==> src/rtl/fifo_rd_pkg.sv <==
// Shared types and constants for the FIFO read streamer.
package fifo_rd_pkg;

  typedef enum logic [1:0] {
    IDLE  = 2'd0,
    WAIT  = 2'd1,
    DRAIN = 2'd2
  } state_t;

  localparam int unsigned SKID_DEPTH     = 3;
  localparam int unsigned DEF_FIFO_WIDTH = 16;
  localparam int unsigned OCC_W          = 2;
  localparam int unsigned PTR_W          = 2;

  // Circular pointer advance over the SKID_DEPTH entries
  function automatic logic [PTR_W-1:0] ptr_inc(input logic [PTR_W-1:0] p);
    return (p == PTR_W'(SKID_DEPTH - 1)) ? '0 : p + PTR_W'(1);
  endfunction

endpackage

==> src/rtl/fifo_rd_skid.sv <==
// 3-entry in-order buffer absorbing the FIFO read latency; head is the oldest word.
module fifo_rd_skid
  import fifo_rd_pkg::*;
#(
  parameter int unsigned WIDTH = DEF_FIFO_WIDTH
) (
  input  logic             clk,
  input  logic             rst_n,
  input  logic             push,
  input  logic [WIDTH-1:0] push_data,
  input  logic             pop,
  output logic [OCC_W-1:0] occ,
  output logic [WIDTH-1:0] head
);

  logic [WIDTH-1:0] mem [SKID_DEPTH];
  logic [PTR_W-1:0] wr_ptr;
  logic [PTR_W-1:0] rd_ptr;

  always_ff @(posedge clk or negedge rst_n) begin
    if (!rst_n) begin
      for (int i = 0; i < int'(SKID_DEPTH); i++) mem[i] <= '0;
      wr_ptr <= '0;
      rd_ptr <= '0;
      occ    <= '0;
    end else begin
      if (push) begin
        mem[wr_ptr] <= push_data;
        wr_ptr      <= ptr_inc(wr_ptr);
      end
      if (pop) rd_ptr <= ptr_inc(rd_ptr);
      case ({push, pop})
        2'b10:   occ <= occ + OCC_W'(1);
        2'b01:   occ <= occ - OCC_W'(1);
        default: occ <= occ;
      endcase
    end
  end

  // Head only moves on pop, so it stays stable while the consumer stalls
  assign head = mem[rd_ptr];

endmodule

==> src/rtl/fifo_rd_streamer.sv <==
// Bursty FIFO drainer presenting a valid/ready stream.
// Optional sticky underflow flag: define FIFO_RD_UNDERFLOW_CHK_EN.
module fifo_rd_streamer
  import fifo_rd_pkg::*;
#(
  parameter int unsigned FIFO_WIDTH = DEF_FIFO_WIDTH,
  parameter int unsigned TIMEOUT    = 32,
  parameter int unsigned CNT_W      = 16
) (
  input  logic                  clk,
  input  logic                  rst_n,
  input  logic                  enable,
  output logic                  fifo_rd_en,
  input  logic [FIFO_WIDTH-1:0] fifo_data_out,
  input  logic                  fifo_empty,
  input  logic                  fifo_almostempty,
  input  logic                  fifo_underflow,
  output logic [FIFO_WIDTH-1:0] m_data,
  output logic                  m_valid,
  input  logic                  m_ready,
  output logic [CNT_W-1:0]      word_cnt,
  output logic                  busy,
  output logic                  err
);

  localparam int unsigned TCNT_W = (TIMEOUT < 2) ? 1 : $clog2(TIMEOUT + 1);

  state_t            state;
  state_t            state_nxt;
  logic [TCNT_W-1:0] tcnt;
  logic              timed_out;
  logic              inflight;
  logic [OCC_W-1:0]  occ;
  logic              push;
  logic              pop;

  assign timed_out = (32'(tcnt) >= TIMEOUT);

  always_ff @(posedge clk or negedge rst_n) begin
    if (!rst_n) state <= IDLE;
    else        state <= state_nxt;
  end

  always_comb begin
    state_nxt = state;
    case (state)
      IDLE:    if (enable) state_nxt = WAIT;
      WAIT:    if (!fifo_empty && (!fifo_almostempty || timed_out)) state_nxt = DRAIN;
      DRAIN:   if (fifo_empty) state_nxt = WAIT;
      default: state_nxt = IDLE;
    endcase
    if (!enable) state_nxt = IDLE;
  end

  // Idle timeout: zero outside WAIT, counts only while data is waiting
  always_ff @(posedge clk or negedge rst_n) begin
    if (!rst_n)                       tcnt <= '0;
    else if (state != WAIT)           tcnt <= '0;
    else if (!fifo_empty && !timed_out) tcnt <= tcnt + TCNT_W'(1);
  end

  // Credit check keeps buffered plus in-flight words within the buffer depth
  assign fifo_rd_en = enable && (state == DRAIN) && !fifo_empty &&
                      ((3'(occ) + 3'(inflight)) < 3'(SKID_DEPTH));

  always_ff @(posedge clk or negedge rst_n) begin
    if (!rst_n) inflight <= 1'b0;
    else        inflight <= fifo_rd_en;
  end

  assign push    = inflight && !fifo_underflow;
  assign m_valid = (occ != '0);
  assign pop     = m_valid && m_ready;
  assign busy    = inflight || (occ != '0);

  fifo_rd_skid #(
    .WIDTH (FIFO_WIDTH)
  ) u_skid (
    .clk       (clk),
    .rst_n     (rst_n),
    .push      (push),
    .push_data (fifo_data_out),
    .pop       (pop),
    .occ       (occ),
    .head      (m_data)
  );

  always_ff @(posedge clk or negedge rst_n) begin
    if (!rst_n)   word_cnt <= '0;
    else if (pop) word_cnt <= word_cnt + CNT_W'(1);
  end

`ifdef FIFO_RD_UNDERFLOW_CHK_EN
  always_ff @(posedge clk or negedge rst_n) begin
    if (!rst_n)                          err <= 1'b0;
    else if (inflight && fifo_underflow) err <= 1'b1;
  end
`else
  assign err = 1'b0;
`endif

endmodule
==> config.mk <==
export PLATFORM = sky130hd
export DESIGN_NAME = fifo_rd_streamer
export DESIGN_NICKNAME = d
export VERILOG_FILES = /design/src/rtl/fifo_rd_pkg.sv /design/src/rtl/fifo_rd_skid.sv /design/src/rtl/fifo_rd_streamer.sv
export SDC_FILE = /design/constraint.sdc
export NUM_CORES = 1
export LEC_CHECK = 0
export ABC_CLOCK_PERIOD_IN_PS = 1800
export BUFFER_PORTS_ARGS = -buffer_cell sky130_fd_sc_hd__buf_2
export CAP_MARGIN = 0
export CELL_PAD_IN_SITES_DETAIL_PLACEMENT = 1
export CELL_PAD_IN_SITES_GLOBAL_PLACEMENT = 2
export CORE_MARGIN = 2
export CORE_UTILIZATION = 35
export CTS_CLUSTER_SIZE = 12
export DETAILED_ROUTE_END_ITERATION = 8
export PLACE_DENSITY_LB_ADDON = 0.3
export SYNTH_ARGS = -nofsm -noshare
export SYNTH_HDL_FRONTEND = slang
export SYNTH_SLANG_ARGS = --single-unit
==> constraint.sdc <==
create_clock -name clk -period 1.8 [get_ports clk]
set_input_delay 0.18 -clock clk [delete_from_list [all_inputs] [get_ports clk]]
set_output_delay 0.18 -clock clk [all_outputs]
set_load 0.02 [all_outputs]
After elaboration in Yosys (flattened, before gate mapping)
Cells that the tools add are included.

Flip-flop bits (word level): 79. Input bits: 23. Output and inout port bits: 36. Logic and storage cells: 67.

Add/subtract/negate cells: 7. Order comparisons: 5. Equality and inequality tests: 9. Muxes and demuxes: 15. Bitwise logic cells: 2. Reductions and logical operators: 19.

Operator list (number): $bwmux W48 (1); $mux W16 (3); $bmux W16 S2 (1); $demux W16 S2 (1); $add A16 B1 Y16 const B (1); $mux W6 (2); $mux W2 (5); $eq A2 B2 Y1 const B (4); $logic_and A1 B1 Y1 (8); $add A2 B1 Y2 const B (3); $add A6 B1 Y6 const B (1); $ge A3 B3 Y1 const B (2); $ge A6 B6 Y1 const B (1); $ne A3 B3 Y1 const B (2); $not A2 Y3 (2); $pmux W2 S3 (1); $reduce_bool A2 Y1 (3); $eq A2 B1 Y1 const B (2); $logic_not A1 Y1 (4); $pmux W2 S2 (1); $add A2 B1 Y3 (1); $lt A3 B1 Y1 const B (1); $lt A3 B2 Y1 const B (1); $logic_not A2 Y1 (1); other kinds (4) (5).

Depth between registers and ports, before layout
Gate-level depths: netlist of run 1.

Depth after elaboration: 6. Gate-level depth with buffers: 6. Depth with buffers taken out: 6.

Modules after synthesis
A second synthesis of run 1 with hierarchy kept.

Cells, all modules: 293. Area total of the unflattened synthesis: 3619.7 µm².

By module, submodules not included: fifo_rd_skid (instances 1, cells each 176, area an instance 2407.3 µm², sequential area each 1351.3 µm²); fifo_rd_streamer (instances 1, cells each 117, area an instance 1212.4 µm², sequential area each 625.6 µm²).

Least setup slack after synthesis of run 1
No wires, ideal clock.

Kind: reg-to-reg. Start: register word_cnt[0]. End: register word_cnt[10]. Setup time: 80 ps. Arrival: 1518 ps. Required time: 1720 ps. Setup slack: 202 ps. Stages on the path, launching flop included: 6. Buffers on the path: 0. Clock period less this slack: 1598 ps. Cell sequence: dfrtp_1 ha_1 nand3_1 or4_4 nor2_2 xor2_1.

Cells in the longest elaborated chain, start to end: 1.

RTL lines: start, declared (line fifo_rd_streamer.sv:21) `output logic [CNT_W-1:0] word_cnt,`; start signal, assigned (line fifo_rd_streamer.sv:90) `else if (pop) word_cnt <= word_cnt + CNT_W'(1);`; $add A16 B1 Y16 (line fifo_rd_streamer.sv:90).

No other way between the ends. A chain may end at the register's enable or synchronous reset.

Worst setup path after layout of run 1
Start: register u_skid.occ[0]. End: output port fifo_rd_en.

Cells in the longest elaborated chain, start to end: 3.

RTL lines: start, declared (line fifo_rd_skid.sv:12) `output logic [OCC_W-1:0] occ,`; start signal, assigned (line fifo_rd_skid.sv:33) `2'b10: occ <= occ + OCC_W'(1);`; start signal, assigned (line fifo_rd_skid.sv:34) `2'b01: occ <= occ - OCC_W'(1);`; $add A2 B1 Y3 (line fifo_rd_streamer.sv:64) `((3'(occ) + 3'(inflight)) < 3'(SKID_DEPTH));`; $lt A3 B2 Y1 (line fifo_rd_streamer.sv:64); $logic_and A1 B1 Y1 (line fifo_rd_streamer.sv:63) `assign fifo_rd_en = enable && (state == DRAIN) && !fifo_empty &&`; end, declared (line fifo_rd_streamer.sv:13) `output logic fifo_rd_en,`.

No other way between the ends.

==> results by group, run 1 <==
Flow run
  • Total of max-cap violations: 0

GRT
  • Initial antenna violation count: 0
  • Vias in the first global route: 2588
  • GR Overflow Total: 0
  • First-pass GRT wire length: 13000 um
  • GRT Util Overall: 14.9%
  • Largest net degree at the start of global routing: 30

Floorplanning
  • DIE AREA: 11100 sq um
  • # rows: 37
  • Io pins: 59
  • Core ar.: 10100 sq um
  • Die Y: 105 um
  • Initial cell density of the core: 35.5%
  • Die width: 105 um

Timing
  • Period Utilization, post-route: 98.9%
  • RSZ-0062 raised after global routing: true
  • Worst Skew: 10.3 ps
  • Final Max Slew Viols: 0
  • Fmax: 562 MHz
  • Total negative slack: 0 ps
  • Final min period: 1780 ps
  • Hold Vio Cnt, Final: 0
  • Final setup fails: 0

Power and ir drop
  • Cell Pwr Density: 1110 nW/um^2
  • Leak: 2.22 nW
  • VDD IR max: 0.388 mV
  • Pwr Total: 4.93 mW

Critical path
  • Critical path peak fanout: 2
  • Type of the worst setup path: flip-flop to primary output
  • Crit. End Element: primary output
  • R2r startpoint: u_skid.occ[0]$_DFFE_PN0P_
  • Crit path DAT: 1600 ps
  • Worst setup startpoint: u_skid.occ[0]$_DFFE_PN0P_
  • CP Launch Type: flip-flop
  • Crit path required time: 1620 ps

Placement
  • IO Port Bufs: 57
  • Detailed Place HPWL: 5440 um
  • Routability cong.: 0.672
  • Placed instance count: 489

Worst hold path
  • Hold Path Origin: fifo_data_out[5]
  • Hold Crit Class: input port to flip-flop

Clocking
  • CTS H-tree depth: 3
  • CTS Buffer Depth: 2
  • Clock slew at reported path FFs: 80 ps
  • CTS tree: done
  • CTS buffer count: 9
  • Clk_lat worst skew: 350 ps
  • Sink Count: 79
  • Clk root buf: clkbuf_8

Status
  • Status: complete, no violations

Logic synthesis
  • Synthesized Nets: 319
  • Post-synth EDFFs: 0
  • FF+latch count, synth: 79
  • Cell Area, Synth: 3600 sq um
  • Mapped Cells: 290
  • Top FF cell, synth: dfrtp_1
  • Avg Cell Area, Syn: 12.4 sq um
  • Synth async-reset ratio: 100%
  • Ys Warns: 0
  • Netlist cell types: 35
  • Register area share after synthesis: 54.9%

Routing
  • Detail Route Antenna Nets: 0
  • Drt wl/cell: 15.1 um
  • 1st-pass router iterations: 4
  • Initial DRC Count: 51
  • Top Layer Used: met4
  • DRC: 0
  • Total wire length: 7650 um
  • Wire length on met3: 198 um
  • Routed length on met1: 3590 um
  • Vias per cell: 4.77
  • Via Count: 2425
  • Met2 WL post-DR: 3770 um

Final layout
  • Area growth, synth to finish: 23.4%
  • Final net count: 396
  • Layout cell share with drive strength beyond 1: 41.7%
  • Antenna diode count: 0
  • Final non-filler cell total: 508
sequential cells by signal, summed over array words and instances, names as in the netlist:
name / flops
u_skid.mem: 48
word_cnt: 16
tcnt: 6
state: 2
u_skid.occ: 2
u_skid.rd_ptr: 2
u_skid.wr_ptr: 2
inflight: 1
cells in the mapped netlist, drive strengths merged, types with 3 or more instances:
cell type / number / area (sq um)
and3: 3 / 18.8
xnor2: 13 / 114
ha: 6 / 75.1
nand4: 5 / 31.3
nand2b: 4 / 25.0
buf: 7 / 48.8
clkbuf: 4 / 15.0
a21oi: 6 / 30.0
nor2: 13 / 56.3
a21o: 3 / 22.5
mux2: 48 / 541
xor2: 9 / 78.8
nand2: 26 / 97.6
dfrtp: 79 / 1980
nand3: 7 / 35.0
inv: 7 / 26.3
mux2i: 16 / 160
o21ai: 20 / 111
cell families after synthesis:
kind of cell	after synthesis	share of synthesized area [%]
simple gates	71	11.1
mux	64	19.5
compound gates	29	4.55
xor+xnor	22	5.35
buf+inv	18	2.50
flops	79	54.9
fa+ha+maj	6	2.08
other cells	1	0.104
what timing repair did:
action,in CTS,in global routing
cloned,0,0
gates resized for setup,7,6
pin swaps,3,1
hold buffers,1,0
hold endpoints to repair,21,0
setup endpoints to repair,1,17
buffers inserted,2,0
worst max-delay path: stages (launching register included):
cell and delay [ps]:
dfrtp_2 430, ha_4 170, ha_4 200, a21oi_2 100, and4b_1 230, buf_6 130
final cells by class:
type | instances | area [sq um]
fillers | 1097 | 5690
flip-flops and latches | 79 | 1980
multi-input cells | 193 | 1570
repair buffers | 77 | 478
well taps | 136 | 170
clock buffers | 13 | 159
clock inverters | 3 | 65.1
inverters | 7 | 26.3
layer usage:
metal | GRT usage (%) | vias up
met5 | 0 | -
met3 | 3.15 | 8
met2 | 23.7 | 33
met4 | 5.14 | 0
li1 | - | 1151
met1 | 20.3 | 1233
cells in the final DEF, fill, tap and decap left out, types with 5 or more instances in the layout:
cell type / synthesis / final
a21oi_1: 6 / 5
buf_2: 3 / 54
buf_4: 3 / 18
clkbuf_8: 0 / 11
dfrtp_1: 79 / 78
inv_1: 7 / 7
mux2_2: 48 / 48
mux2i_1: 16 / 16
nand2_1: 26 / 26
nand3_1: 7 / 7
nand4_1: 5 / 5
nor2_1: 10 / 10
o21ai_0: 18 / 16
xnor2_1: 13 / 13
xor2_1: 9 / 9
final timing paths:
check,depth (start not counted),to,slack [ps]
max in group asynchronous,3,u_skid.mem[17]$_DFFE_PN0P_,990
min,2,u_skid.mem[5]$_DFFE_PN0P_,80
min in group asynchronous,2,word_cnt[15]$_DFFE_PN0N_,270
min reg2reg,1,word_cnt[15]$_DFFE_PN0N_,470
max reg2reg,6,u_skid.occ[1]$_DFFE_PN0P_,140
max,5,fifo_rd_en,20
power breakdown:
part / switching (mW) / internal [mW]
clock network: 0.637 / 0.857
registers: 0.186 / 1.95
logic: 0.745 / 0.557
stage by stage:
step	hold WS [ps]	worst slack, ps	util [%]	cell area [sq um]
global route	68.2	-39.5	43.8	4450
finish	84.8	20.5	43.8	4450
CTS	72.9	-13.4	43.7	4430
global placement	109	186	40.9	4150
detailed placement	109	147	40.9	4150
floorplan	-116	202	-	3600
Note: power is estimated with default switching activity, not from simulation.
==> run 2: changes to the inputs <==
--- a/config.mk
+++ b/config.mk
@@ -5,16 +5,17 @@
 export SDC_FILE = /design/constraint.sdc
 export NUM_CORES = 1
 export LEC_CHECK = 0
-export ABC_CLOCK_PERIOD_IN_PS = 1800
+export ABC_CLOCK_PERIOD_IN_PS = 1600
 export BUFFER_PORTS_ARGS = -buffer_cell sky130_fd_sc_hd__buf_2
 export CAP_MARGIN = 0
 export CELL_PAD_IN_SITES_DETAIL_PLACEMENT = 1
 export CELL_PAD_IN_SITES_GLOBAL_PLACEMENT = 2
 export CORE_MARGIN = 2
-export CORE_UTILIZATION = 35
+export CORE_UTILIZATION = 34
 export CTS_CLUSTER_SIZE = 12
 export DETAILED_ROUTE_END_ITERATION = 8
 export PLACE_DENSITY_LB_ADDON = 0.3
+export SKIP_LAST_GASP = 1
 export SYNTH_ARGS = -nofsm -noshare
 export SYNTH_HDL_FRONTEND = slang
 export SYNTH_SLANG_ARGS = --single-unit
==> constraint.sdc (replaced) <==
create_clock -name clk -period 1.6 [get_ports clk]
set_input_delay 0.16 -clock clk [delete_from_list [all_inputs] [get_ports clk]]
set_output_delay 0.16 -clock clk [all_outputs]
set_load 0.02 [all_outputs]
==> run 2 against run 1 <==
The run now ends with setup timing left; die area is 2.8% higher; final cell count is 2.4% higher; sequential power is 12% higher; first-iteration DRC count is 33% lower; sequential cell count stayed put; count of clock-buffer cells in the layout stayed put; routed wire length is 6.3% higher; highest routed layer unchanged; via count is 2.7% higher; clock power is 13% higher; largest cell class unchanged.
==> results by group, run 2 (same netlist as run 1, synthesis figures left out) <==
Status
  • Status: complete, but fails checks
  • Failing checks: setup timing

Final layout
  • Final non-filler cell total: 520
  • Antenna diode count: 0
  • Largest register FFs: 48
  • Layout cell share with drive strength beyond 1: 53.4%
  • Top Registers: u_skid.mem x48, word_cnt x16, tcnt x6
  • Area growth, synth to finish: 35.5%
  • Final net count: 408
  • Largest reg by FF count: u_skid.mem
  • Commonest cells after routing, fill and taps aside: 78 x dfrtp_1, 48 x mux2_2, 38 x buf_2
  • Commonest non-fill, non-tap cell in the layout: dfrtp_1

Placement
  • Placed instance count: 494
  • Dpl ws: -7.86 ps
  • IO Port Bufs: 57
  • Detailed Place HPWL: 5460 um
  • Routability cong.: 0.710

GRT
  • Initial antenna violation count: 0
  • Largest net degree at the start of global routing: 36
  • First-pass GRT wire length: 13200 um
  • GRT Util Overall: 15.2%
  • Vias in the first global route: 2581
  • GR Overflow Total: 0

Power and ir drop
  • Net Sw Frac: 32.4%
  • Clock power share: 27.2%
  • Combinational Power Share: 34.1%
  • Pint: 4.19 mW
  • Leak: 2.43 nW
  • Cell Pwr Density: 1270 nW/um^2
  • VDD IR max: 0.487 mV
  • Register share of total power: 38.7%
  • Pwr Total: 6.20 mW
  • Psw: 2.01 mW

Clocking
  • Clock slew at reported path FFs: 70 ps
  • Sink Count: 79
  • CTS tree: done
  • CTS H-tree depth: 3
  • CTS Buffer Depth: 2
  • CTS buffer count: 9
  • Clk_lat worst skew: 360 ps
  • Clk root buf: clkbuf_8

Floorplanning
  • Initial cell density of the core: 34.9%
  • # rows: 37
  • DIE AREA: 11400 sq um
  • Io pins: 59
  • Core ar.: 10300 sq um
  • Die Y: 107 um
  • Die width: 107 um

Routing
  • Top Layer Used: met4
  • Total wire length: 8130 um
  • 1st-pass router iterations: 4
  • Via Count: 2490
  • DRC: 0
  • Met2 WL post-DR: 4070 um
  • Routed length on met1: 3620 um
  • Initial DRC Count: 34
  • Detail Route Antenna Nets: 0
  • Wire length on met3: 251 um
  • Vias per cell: 4.79
  • Drt wl/cell: 15.6 um

Critical path
  • Crit path required time: 1440 ps
  • Crit path DAT: 1610 ps
  • Critical path peak fanout: 2
  • Crit. End Element: primary output
  • Type of the worst setup path: flip-flop to primary output
  • CP Launch Type: flip-flop

Timing
  • Worst setup margin: -172 ps
  • Hold Vio Cnt, Final: 0
  • Final setup fails: 18
  • Final Max Slew Viols: 0
  • Fmax: 564 MHz
  • Final min period: 1770 ps
  • RSZ-0062 raised after global routing: true
  • Worst Skew: 8.79 ps
  • Period Utilization, post-route: 111%

Worst hold path
  • Hold Crit Class: input port to flip-flop

Flow run
  • Total of max-cap violations: 0
[run 2: changes by cell type in the layout (fill, tap and decap cells not counted), sizes merged]
cell,delta
buf,+12
[run 2: power groups by stage]
stage / Sequential, mW / Clock (mW) / Combinational (mW)
2_1_floorplan: 2.49 / 0 / 0.776
3_3_place_gp: 2.39 / 0 / 1.53
3_5_place_dp: 2.41 / 0 / 1.55
4_1_cts: 2.40 / 1.75 / 1.98
5_1_grt: 2.43 / 1.82 / 2.28
6_report: 2.40 / 1.69 / 2.11
[run 2: worst max-delay path, cell delays in order, from the launching register on]
cell and delay, ps:
dfrtp_1 400, ha_2 190, ha_4 210, a21oi_2 100, and4b_1 230, buf_6 130
[run 2: metal layers]
metal  track usage, %  up-vias
met5                0        -
met4             8.35        0
met3             2.86       12
met2             23.6       36
met1             20.1     1262
li1                 -     1180
[run 2: final timing paths]
kind | startpoint | end | slack [ps] | cells after the start
worst max-delay path | u_skid.occ[0]$_DFFE_PN0P_ | fifo_rd_en | -170 | 5
worst min-delay path | enable | state[0]$_DFFE_PN0P_ | 50 | 2
worst max register to register | u_skid.occ[0]$_DFFE_PN0P_ | word_cnt[13]$_DFFE_PN0N_ | -10 | 8
worst min register to register | word_cnt[15]$_DFFE_PN0N_ | word_cnt[15]$_DFFE_PN0N_ | 460 | 1
max in group asynchronous | rst_n | u_skid.rd_ptr[0]$_DFFE_PN0N_ | 800 | 3
min in group asynchronous | rst_n | u_skid.mem[40]$_DFFE_PN0P_ | 300 | 2
[run 2: repair_timing]
item	4_1_cts	5_1_grt
pin swaps	14	11
gates resized for setup	70	50
gates cloned	2	0
buffers inserted	5	4
setup endpoints to repair	28	35
hold endpoints to repair	33	0
hold buffers	1	0
[run 2: final cells by class]
class,count,area (sq um)
clock buffers,13,159
clock inverters,3,65.1
fillers,1119,5440
inverters,7,26.3
multi-input cells,193,1760
flip-flops and latches,79,1980
well taps,136,170
repair buffers,89,726
[run 2: per-stage QoR]
step	hold WS (ps)	setup TNS (ps)	area, sq um	utilization (%)
global placement	159	0	4200	40.7
floorplan	-136	0	3600	-
CTS	25.4	-1640	4690	45.4
finish	48.5	-1160	4880	47.3
detailed placement	163	-8.48	4200	40.7
global route	49.3	-2760	4880	47.3
